## config.mk

```make
export PLATFORM = sky130hd
export DESIGN_NAME = rpn_evaluator
export DESIGN_NICKNAME = d
export VERILOG_FILES = /design/src/rtl/rpn_pkg.sv /design/src/rtl/rpn_alu.sv /design/src/rtl/rpn_evaluator.sv
export SDC_FILE = /design/constraint.sdc
export NUM_CORES = 2
export LEC_CHECK = 0
export ABC_CLOCK_PERIOD_IN_PS = 12000
export CORE_ASPECT_RATIO = 1.4
export CORE_MARGIN = 1.5
export CORE_UTILIZATION = 55
export DETAILED_ROUTE_END_ITERATION = 8
export GPL_TIMING_DRIVEN = 0
export HOLD_SLACK_MARGIN = 0.05
export PLACE_DENSITY = 0.71
export SLEW_MARGIN = 10
export SYNTH_ARGS = -nofsm -noshare
export SYNTH_HDL_FRONTEND = slang
export SYNTH_SLANG_ARGS = --single-unit
export TNS_END_PERCENT = 10
```

## constraint.sdc

```tcl
create_clock -name clk -period 12 [get_ports clk]
set_input_delay 2.4 -clock clk [delete_from_list [all_inputs] [get_ports clk]]
set_output_delay 2.4 -clock clk [all_outputs]
set_load 0.05 [all_outputs]
```

## src/rtl/rpn_pkg.sv

```systemverilog
// Shared constants for the RPN evaluator.
// Holds the token kinds, ALU op codes, the FSM state encoding and the bit
// positions inside the error vector.
package rpn_pkg;

    // Token kind field, top two bits of a program token
    localparam logic [1:0] KIND_CONST = 2'd0;
    localparam logic [1:0] KIND_VAR   = 2'd1;
    localparam logic [1:0] KIND_OP    = 2'd2;
    localparam logic [1:0] KIND_NOP   = 2'd3;

    // Operation code, low two payload bits of an OP token
    localparam logic [1:0] OP_ADD = 2'd0;
    localparam logic [1:0] OP_SUB = 2'd1;
    localparam logic [1:0] OP_MUL = 2'd2;
    localparam logic [1:0] OP_NEG = 2'd3;

    // Bit positions inside error = {bad_length, overflow, underflow}
    localparam int ERR_UNDERFLOW  = 0;
    localparam int ERR_OVERFLOW   = 1;
    localparam int ERR_BAD_LENGTH = 2;

    typedef enum logic [1:0] {
        StIdle   = 2'd0,
        StFetch  = 2'd1,
        StExec   = 2'd2,
        StFinish = 2'd3
    } state_t;

endpackage

```

## src/rtl/rpn_alu.sv

```systemverilog
// Combinational signed fixed-point ALU for the RPN evaluator.
// Ports:
//   a, b : operands (a is the deeper stack entry, b the top)
//   op   : OP_ADD / OP_SUB / OP_MUL / OP_NEG (NEG uses a only)
//   y    : result, NUMBER_WIDTH bits, two's complement wrap
module rpn_alu
    import rpn_pkg::*;
#(
    parameter int INTEGER_PART_WIDTH    = 8,
    parameter int FRACTIONAL_PART_WIDTH = 8,
    localparam int NUMBER_WIDTH = INTEGER_PART_WIDTH + FRACTIONAL_PART_WIDTH
) (
    input  logic [NUMBER_WIDTH-1:0] a,
    input  logic [NUMBER_WIDTH-1:0] b,
    input  logic [1:0]              op,
    output logic [NUMBER_WIDTH-1:0] y
);

    logic signed [2*NUMBER_WIDTH-1:0] prod;

    always_comb begin
        // Sign-extend both operands so the low 2*NW bits are the exact signed product
        prod = {{NUMBER_WIDTH{a[NUMBER_WIDTH-1]}}, a} * {{NUMBER_WIDTH{b[NUMBER_WIDTH-1]}}, b};
        y    = '0;
        unique case (op)
            OP_ADD: y = a + b;
            OP_SUB: y = a - b;
            // Arithmetic shift floors the product, i.e. rounds toward minus infinity
            OP_MUL: y = NUMBER_WIDTH'(prod >>> FRACTIONAL_PART_WIDTH);
            OP_NEG: y = '0 - a;
        endcase
    end

endmodule

```

## src/rtl/rpn_evaluator.sv

```systemverilog
// Reverse-Polish fixed-point expression evaluator.
// A program of tokens is loaded through the write port, then start runs it
// once: every token takes a fetch cycle and an execute cycle on a private
// operand stack. The top of stack and an error vector are reported with done.
// Ports:
//   clk, rst_n                          : clock, synchronous active-low reset
//   prog_wr_en/prog_wr_addr/prog_wr_data: program memory write port (ignored while busy)
//   prog_len, x, start                  : token count and variable value, sampled at start
//   busy, done, result, error           : status and result; error = {bad_length, overflow, underflow}
module rpn_evaluator
    import rpn_pkg::*;
#(
    parameter int INTEGER_PART_WIDTH    = 8,
    parameter int FRACTIONAL_PART_WIDTH = 8,
    parameter int STACK_SIZE            = 16,
    parameter int PROGRAM_SIZE          = 64,
    localparam int NUMBER_WIDTH = INTEGER_PART_WIDTH + FRACTIONAL_PART_WIDTH,
    localparam int TOKEN_WIDTH  = 2 + NUMBER_WIDTH,
    localparam int AW           = $clog2(PROGRAM_SIZE)
) (
    input  logic                    clk,
    input  logic                    rst_n,
    input  logic                    prog_wr_en,
    input  logic [AW-1:0]           prog_wr_addr,
    input  logic [TOKEN_WIDTH-1:0]  prog_wr_data,
    input  logic [AW:0]             prog_len,
    input  logic                    start,
    input  logic [NUMBER_WIDTH-1:0] x,
    output logic                    busy,
    output logic                    done,
    output logic [NUMBER_WIDTH-1:0] result,
    output logic [2:0]              error
);

    localparam int SPW = $clog2(STACK_SIZE + 1);
    localparam int IW  = $clog2(STACK_SIZE);
    localparam logic [SPW-1:0] STACK_FULL = SPW'(STACK_SIZE);
    localparam logic [AW:0]    PROG_MAX   = (AW + 1)'(PROGRAM_SIZE);

    logic [TOKEN_WIDTH-1:0]  prog_mem [PROGRAM_SIZE];
    logic [NUMBER_WIDTH-1:0] stack    [STACK_SIZE];

    state_t                  state;
    logic [AW-1:0]           pc;
    logic [SPW-1:0]          stack_p;
    logic [AW:0]             len_lat;
    logic [NUMBER_WIDTH-1:0] x_lat;
    logic [TOKEN_WIDTH-1:0]  token;

    // Decoded effect of the token currently in EXEC
    logic [1:0]              kind;
    logic [NUMBER_WIDTH-1:0] payload;
    logic [1:0]              op;
    logic [IW-1:0]           top_idx, sec_idx, wr_idx;
    logic [NUMBER_WIDTH-1:0] cur_top, alu_a, alu_y, wr_val, top_after;
    logic [SPW-1:0]          sp_after;
    logic                    stack_we, ovf, udf, more;
    logic [2:0]              err_exec, err_end;

    rpn_alu #(
        .INTEGER_PART_WIDTH   (INTEGER_PART_WIDTH),
        .FRACTIONAL_PART_WIDTH(FRACTIONAL_PART_WIDTH)
    ) u_alu (
        .a (alu_a),
        .b (cur_top),
        .op(op),
        .y (alu_y)
    );

    always_comb begin
        kind     = token[TOKEN_WIDTH-1:NUMBER_WIDTH];
        payload  = token[NUMBER_WIDTH-1:0];
        op       = payload[1:0];
        // Guarded indices keep reads in range when the stack is (nearly) empty
        top_idx  = (stack_p == '0) ? '0 : IW'(stack_p - SPW'(1));
        sec_idx  = (stack_p < SPW'(2)) ? '0 : IW'(stack_p - SPW'(2));
        cur_top  = (stack_p == '0) ? '0 : stack[top_idx];
        alu_a    = (op == OP_NEG) ? stack[top_idx] : stack[sec_idx];
        stack_we = 1'b0;
        wr_idx   = IW'(stack_p);
        wr_val   = '0;
        sp_after = stack_p;
        ovf      = 1'b0;
        udf      = 1'b0;
        case (kind)
            KIND_CONST, KIND_VAR: begin
                stack_we = 1'b1;
                wr_val   = (kind == KIND_CONST) ? payload : x_lat;
                sp_after = stack_p + SPW'(1);
                ovf      = (stack_p == STACK_FULL);
            end
            KIND_OP: begin
                stack_we = 1'b1;
                wr_val   = alu_y;
                if (op == OP_NEG) begin
                    wr_idx = top_idx;
                    udf    = (stack_p == '0);
                end else begin
                    wr_idx   = sec_idx;
                    sp_after = stack_p - SPW'(1);
                    udf      = (stack_p < SPW'(2));
                end
            end
            default: ;
        endcase
        // Every write lands on the new top, so the post-token top is known this cycle
        top_after = (sp_after == '0) ? '0 : (stack_we ? wr_val : cur_top);
        more      = (({1'b0, pc} + (AW + 1)'(1)) < len_lat);
        err_exec  = '0;
        err_exec[ERR_OVERFLOW]  = ovf;
        err_exec[ERR_UNDERFLOW] = udf;
        err_end   = '0;
        err_end[ERR_BAD_LENGTH] = (sp_after != SPW'(1));
    end

    always_ff @(posedge clk) begin
        if (prog_wr_en && !busy) begin
            prog_mem[prog_wr_addr] <= prog_wr_data;
        end
    end

    // A faulting token leaves the stack untouched
    always_ff @(posedge clk) begin
        if (rst_n && state == StExec && stack_we && !ovf && !udf) begin
            stack[wr_idx] <= wr_val;
        end
    end

    always_ff @(posedge clk) begin
        if (!rst_n) begin
            state   <= StIdle;
            busy    <= 1'b0;
            done    <= 1'b0;
            result  <= '0;
            error   <= '0;
            pc      <= '0;
            stack_p <= '0;
            len_lat <= '0;
            x_lat   <= '0;
            token   <= '0;
        end else begin
            done <= 1'b0;
            unique case (state)
                StIdle: begin
                    if (start) begin
                        x_lat   <= x;
                        len_lat <= prog_len;
                        pc      <= '0;
                        stack_p <= '0;
                        busy    <= 1'b1;
                        if (prog_len == '0 || prog_len > PROG_MAX) begin
                            state  <= StFinish;
                            done   <= 1'b1;
                            result <= '0;
                            error  <= 3'(1 << ERR_BAD_LENGTH);
                        end else begin
                            state <= StFetch;
                        end
                    end
                end
                StFetch: begin
                    token <= prog_mem[pc];
                    state <= StExec;
                end
                StExec: begin
                    if (ovf || udf) begin
                        state  <= StFinish;
                        done   <= 1'b1;
                        result <= cur_top;
                        error  <= err_exec;
                    end else begin
                        stack_p <= sp_after;
                        pc      <= pc + AW'(1);
                        if (more) begin
                            state <= StFetch;
                        end else begin
                            state  <= StFinish;
                            done   <= 1'b1;
                            result <= top_after;
                            error  <= err_end;
                        end
                    end
                end
                StFinish: begin
                    state <= StIdle;
                    busy  <= 1'b0;
                end
            endcase
        end
    end

endmodule

```

Word level (Yosys, flattened, before mapping)
Memory sizes are Yosys's and may differ from the RTL's. A register that Yosys moved wholly into a read port is not among the register bits.
Cells that the tools add are included.
{"block": "totals", "ff_bits": 57, "latchBits": 0, "ramBits": 1408, "rom_bits": 0, "elab_cells": 111, "mem_count": 2}
{"block": "op_classes", "addsub": 8, "multipliers": 1, "div": 0, "n_lt_le_gt_ge": 3, "eq_ne": 14, "shifts": 0, "n_mux": 49, "bitwise": 0, "n_reduce_logical": 25}
{"name": "prog_mem", "depth": 64, "width": 18, "read_ports": 1, "rd_clocked_by_memory_dff": 1, "write_ports": 1, "line_no": "rpn_evaluator.sv:40", "source": "logic [TOKEN_WIDTH-1:0] prog_mem [PROGRAM_SIZE];"}
{"name": "stack", "depth": 16, "width": 16, "read_ports": 2, "rd_clocked_by_memory_dff": 0, "write_ports": 1, "line_no": "rpn_evaluator.sv:41", "source": "logic [NUMBER_WIDTH-1:0] stack [STACK_SIZE];"}
{"op": "16-bit two-way mux", "count": 9}
{"op": "16-bit one-hot mux with 2 select lines", "count": 2}
{"op": "16-bit one-hot mux with 4 select lines", "count": 1}
{"op": "16-bit by 16-bit multiplier with 24-bit output", "count": 1}
{"op": "5-bit one-hot mux with 2 select lines", "count": 2}
{"op": "16-bit adder", "count": 1}
{"op": "4-bit two-way mux", "count": 4}
{"op": "1-bit by 16-bit subtractor with 16-bit output (first input constant)", "count": 1}
{"op": "16-bit subtractor", "count": 1}
{"op": "5-bit two-way mux", "count": 3}
{"op": "1-bit two-way mux", "count": 13}
{"op": "3-bit two-way mux", "count": 4}
{"op": "6-bit two-way mux", "count": 2}
{"op": "6-bit one-hot mux with 2 select lines", "count": 1}
{"op": "2-bit == test (second input constant)", "count": 5}
{"op": "5-bit zero test", "count": 2}
{"op": "2-bit two-way mux", "count": 4}
{"op": "2-bit one-hot mux with 4 select lines", "count": 1}
{"op": "6-bit by 1-bit adder with 7-bit output (second input constant)", "count": 1}
{"op": "7-bit greater-than comparator (second input constant)", "count": 1}
{"op": "7-bit zero test", "count": 1}
{"op": "7-bit < comparator", "count": 1}
{"op": "6-bit by 1-bit adder with 6-bit output (second input constant)", "count": 1}
{"op": "2-bit by 1-bit == test with 1-bit output (second input constant)", "count": 3}
{"op": "20 further kinds", "count": 35}

Longest topological paths before layout
An unclocked memory read counts as a cell.
{"block": "logic_depth", "depth_word": 12, "mapped_depth": 46}

Modules after synthesis
From an unflattened synthesis, not the netlist that was laid out.
{"block": "unflattened", "hier_cells": 4360, "area_unflattened_um2": 69874.5}
{"module": "rpn_evaluator", "n_inst": 1, "cells_per_inst": 3245, "area_each_um2": 60760.8}
{"module": "rpn_alu", "n_inst": 1, "cells_per_inst": 1115, "area_each_um2": 9113.7}

Least setup slack after synthesis
OpenSTA, ideal clock, no wires.
{"block": "synth_timing", "path_kind": "reg2reg", "start": "reg stack_p[0]", "end": "mem stack[0][13] (netlist name) (data pin)", "setup_ns": 0.356, "arrival_time_ns": 10.229, "setup_slack_ns": 1.416, "path_stages_with_launch": 40, "path_buffers": 9, "period_less_slack_ns": 10.584, "cell_sequence": "dfxtp_1 clkbuf_1 inv_2 clkbuf_1 clkbuf_1 clkbuf_1 ha_1 or4b_1 buf_2 nand2_4 buf_6 clkbuf_1 mux4_2 mux2i_1 nand2_1 o21ai_0 nand2b_1 clkbuf_1 (+4 left out) fa_1 fa_1 inv_1 fa_1 fa_1 inv_1 fa_1 inv_1 ha_1 a21o_1 a21o_1 a21oi_1 o21ai_0 a21o_1 a21oi_1 o21ai_2 o311a_1 o32ai_1"}
{"block": "synth_between", "elab_chain_len": 7}
{"item": "start: declaration", "line_no": "rpn_evaluator.sv:45", "source": "logic [SPW-1:0] stack_p;"}
{"item": "start signal: assignment", "line_no": "rpn_evaluator.sv:172", "source": "stack_p <= sp_after;"}
{"item": "5-bit by 1-bit subtractor with 5-bit output, or another cell as far along"}
{"item": "4-bit two-way mux, on equally long branches", "line_no": "rpn_evaluator.sv:75, rpn_evaluator.sv:76"}
{"item": "memory read 16 x 16 bit"}
{"item": "16-bit two-way mux, on equally long branches", "line_no": "rpn_evaluator.sv:78, rpn_evaluator.sv:77"}
{"item": "16-bit by 16-bit multiplier with 24-bit output, or another cell as far along", "line_no": "rpn_alu.sv:23", "source": "prod = {{NUMBER_WIDTH{a[NUMBER_WIDTH-1]}}, a} * {{NUMBER_WIDTH{b[NUMBER_WIDTH-1]}}, b};"}
{"item": "16-bit one-hot mux with 4 select lines (*)", "line_no": "rpn_alu.sv:25", "source": "unique case (op)"}
{"item": "16-bit one-hot mux with 2 select lines (*)", "line_no": "rpn_evaluator.sv:85", "source": "case (kind)"}
{"item": "net wr_val[13]", "line_no": "rpn_evaluator.sv:55", "source": "logic [NUMBER_WIDTH-1:0] cur_top, alu_a, alu_y, wr_val, top_after;"}
{"item": "end: declaration", "line_no": "rpn_evaluator.sv:41"}
The timed path passes the listed nets; every way through them passes the cells marked *.

Worst setup path after layout
{"block": "layout_timing", "start": "reg stack_p[0]", "end": "reg result[15]"}
{"block": "layout_between", "elab_chain_len": 12}
{"item": "5-bit by 1-bit subtractor with 5-bit output, or another cell as far along", "line_no": "rpn_evaluator.sv:100", "source": "sp_after = stack_p - SPW'(1);"}
{"item": "4-bit two-way mux, on equally long branches", "line_no": "rpn_evaluator.sv:75, rpn_evaluator.sv:76"}
{"item": "memory read 16 x 16 bit"}
{"item": "16-bit two-way mux, on equally long branches", "line_no": "rpn_evaluator.sv:78, rpn_evaluator.sv:77"}
{"item": "16-bit by 16-bit multiplier with 24-bit output, or another cell as far along", "line_no": "rpn_alu.sv:23"}
{"item": "16-bit one-hot mux with 4 select lines (*)", "line_no": "rpn_alu.sv:25"}
{"item": "16-bit one-hot mux with 2 select lines (*)", "line_no": "rpn_evaluator.sv:85"}
{"item": "net wr_val[15]", "line_no": "rpn_evaluator.sv:55"}
{"item": "16-bit two-way mux (*) (2 in a row)", "line_no": "rpn_evaluator.sv:107", "source": "top_after = (sp_after == '0) ? '0 : (stack_we ? wr_val : cur_top);"}
{"item": "16-bit two-way mux (*)", "line_no": "rpn_evaluator.sv:174", "source": "if (more) begin"}
{"item": "16-bit two-way mux (*)", "line_no": "rpn_evaluator.sv:166", "source": "if (ovf || udf) begin"}
{"item": "16-bit one-hot mux with 2 select lines (*)", "line_no": "rpn_evaluator.sv:143", "source": "unique case (state)"}
{"item": "end signal: assignment", "line_no": "rpn_evaluator.sv:169", "source": "result <= cur_top;"}
{"item": "end signal: assignment", "line_no": "rpn_evaluator.sv:179", "source": "result <= top_after;"}
{"item": "end: declaration", "line_no": "rpn_evaluator.sv:31", "source": "output logic [NUMBER_WIDTH-1:0] result,"}
The timed path passes the listed nets; every way through them passes the cells marked *. The select of a mux whose other input is x is not followed.
A chain may end at the register's enable or synchronous reset.

==> reports/results.ini <==
[global_route]
grt_max_degree = 57
antenna_found_initial = 6
first_global_vias = 43900
grt.overflow.total = 0
grt_pass1_wl_mm = 312
grt.total_usage_pct = 34.4

[clock_network]
cts_hold_buf = 0
clk_latency_ns = 0.81
cts-root-buf = clkbuf_16
cts_tree = yes
clock_sinks = 1483
clk_pin_slew_ns = 0.07
htree_levels = 4
numCtsBuffers = 139
clk_path_buf_depth = 3

[cells_and_area]
area_delta_synth_final_pct = 13.4
nets = 4975
drive_gt1_share_pct = 20.9
filler_cell_count = 8971
multi_input_area_sq_um = 24600
seqCellArea_sq_um = 43800

[yosys]
synth_seq_cells = 1483
syn_inst = 4333
ys_warn_count = 0
synth_commonest_cells = edfxtp_1, mux4_2, nand2_1, inv_1, nor2_1
syn_nets = 4671
synthDistinctLibCells = 104
synthArstFlopShare_pct = 0
yosys.area.top_type_share_pct = 60.4
avgSynthCellArea_sq_um = 16.2
seq_area_frac_synth_pct = 62.5
synth_edf_count = 1408
yosysTopAreaCell = edfxtp_1
yosys.cell_count.top_type = edfxtp_1
synth_area_leaders = edfxtp_1, mux4_2, fa_1, dfxtp_1, nand2_1
syn-cell-area_sq_um = 70000
ys.flop_type = edfxtp_1

[setup_path]
path_delay_family = adder cells
endpoint_kind = register
required_ns = 12.67
crit_top_cell = fa_1
cp_max_fo = 17
setup.worst_path.class = register to register
cp.arrival_ns = 12.66
cpPeakStageDelay_ns = 0.55
crit_buf_inv = 13
crit_path_start_kind = register
crit_path_top_delay_cell = fa_1

[floorplan]
fp.coreArea_sq_um = 126000
io_pins = 72
row_count = 154
die_width_um = 305
start_util_pct = 55.5
die_area_sq_um = 129000
die_y_um = 425

[run]
maxCapViolCount = 0

[routing]
drt_iter0_markers = 5216
drc = 0
wl_per_cell_um = 34.4
ant_nets = 0
via_count = 43100
vias_per_cell = 6.75
totalWireLength_mm = 220
drt-pass1-iter-count = 9

[timing]
tightest_slew_ns = 1.26
period_needed_ns = 11.99
slew_violations = 0
hold_ws_ns = 0.467
rsz0062_at_grt = false
max_slew_margin_pct = 16.0
max_freq_mhz = 83.4
setup_slack_ns = 0.0105
post-route-period-util_pct = 99.9
hold_viol = 0
skew_ns = 0.0414
setup_viol = 0

[place]
io_buffers = 67
gp_congestion = 1.06
dp_hpwl_mm = 156
post-place-ws_ns = -2.75

[power]
vdd_drop_max_uv = 148
total_power_mw = 12.7
p_leak_nw = 26.1
powerDensity_nw_per_um2 = 160

[run_status]
status = complete, no violations

[worst_hold_path]
hold_class = register to register

## tightest hold or removal path: cells and delay by family (launching register included)
family	cells	cell delay (ns)
flip-flops	1	0.31
AND/OR/NAND/NOR	1	0.05
AO/OA/AOI/OAI	1	0.06
## metal layers
layer  wire, um  GRT usage, %
met1      69600          38.5
met2     110000          58.6
met3      20600          7.33
met4      19800          25.1
met5         40             0
## worst paths after layout
path                            startpoint    endpoint  slack, ns  depth (start not counted)
worst min register to register    token[2]    token[2]       0.47                          2
worst min-delay path              token[2]    token[2]       0.47                          2
worst max register to register  stack_p[0]  result[15]       0.01                         39
worst max-delay path            stack_p[0]  result[15]       0.01                         39
## per-stage QoR
stage	cells	utilization (%)	area [sq um]	setup TNS, ns
final	6390	63.0	79400	0
after floorplan	4333	-	70000	0
after detailed placement	6135	59.3	74700	-496.04
after global routing	6386	63.0	79300	0
after global placement	6038	57.7	72700	-721.97
after CTS	6387	62.9	79200	0
## flip-flops by register name (all words and copies together), names as in the netlist
signal    flops
done          1
error         3
stack       256
token        18
result       16
len_lat       7
stack_p       5
prog_mem   1152
x_lat        16
busy          1
pc            6
state         2
## cell usage in the layout, fill, tap and decap left out, types with 21 or more instances in the layout
cell type / count
nand2_1: 332
a21oi_1: 82
nand2b_1: 30
clkbuf_1: 174
mux4_2: 421
nor2b_1: 44
nor2_1: 174
edfxtp_1: 1408
clkinv_2: 22
clkinv_1: 32
a221o_1: 25
nor2_2: 67
a21boi_0: 54
xnor2_1: 49
buf_2: 54
a221oi_1: 21
buf_1: 43
and2_1: 26
clkdlybuf4s50_1: 49
inv_1: 283
xor2_1: 29
ha_1: 100
a211oi_1: 40
nand3_1: 62
buf_8: 59
fa_1: 187
nor3_1: 40
clkbuf_16: 141
and3_1: 28
clkbuf_2: 21
o21ai_0: 74
mux2i_1: 63
dfxtp_1: 75
## logic make-up after synthesis
logic type      Yosys count  share of synthesized area (%)
fa+ha+maj               287                           7.14
compound gates          517                           5.33
xor+xnor                 82                           1.10
simple gates            908                           6.01
buf+inv                 551                           3.10
mux                     505                           14.8
flops                  1483                           62.5
## layout make-up
| class | instances | share of cell area (%) |
|---|---|---|
| flip-flops and latches | 1483 | 55.2 |
| multi-input cells | 2299 | 31.0 |
| clock buffers | 173 | 4.60 |
| repair buffers | 166 | 2.89 |
| well taps | 1638 | 2.58 |
| plain buffers | 260 | 1.44 |
| inverters | 288 | 1.37 |
| clock inverters | 79 | 0.937 |
| diodes | 4 | 0.0126 |
## power by group
| group | internal [mW] | switching [mW] | total, mW |
|---|---|---|---|
| Combinational | 0.904 | 1.70 | 2.60 |
| Clock | 2.39 | 1.97 | 4.36 |
| Sequential | 5.72 | 0.0184 | 5.74 |
| Total | 9.02 | 3.68 | 12.7 |
## repair_timing
item	4_1_cts	5_1_grt
gates cloned	0	0
buffers inserted	2	0
gates resized for setup	47	51
endpoints found under the setup margin	272	185
Power figures use the tool's default switching activity.
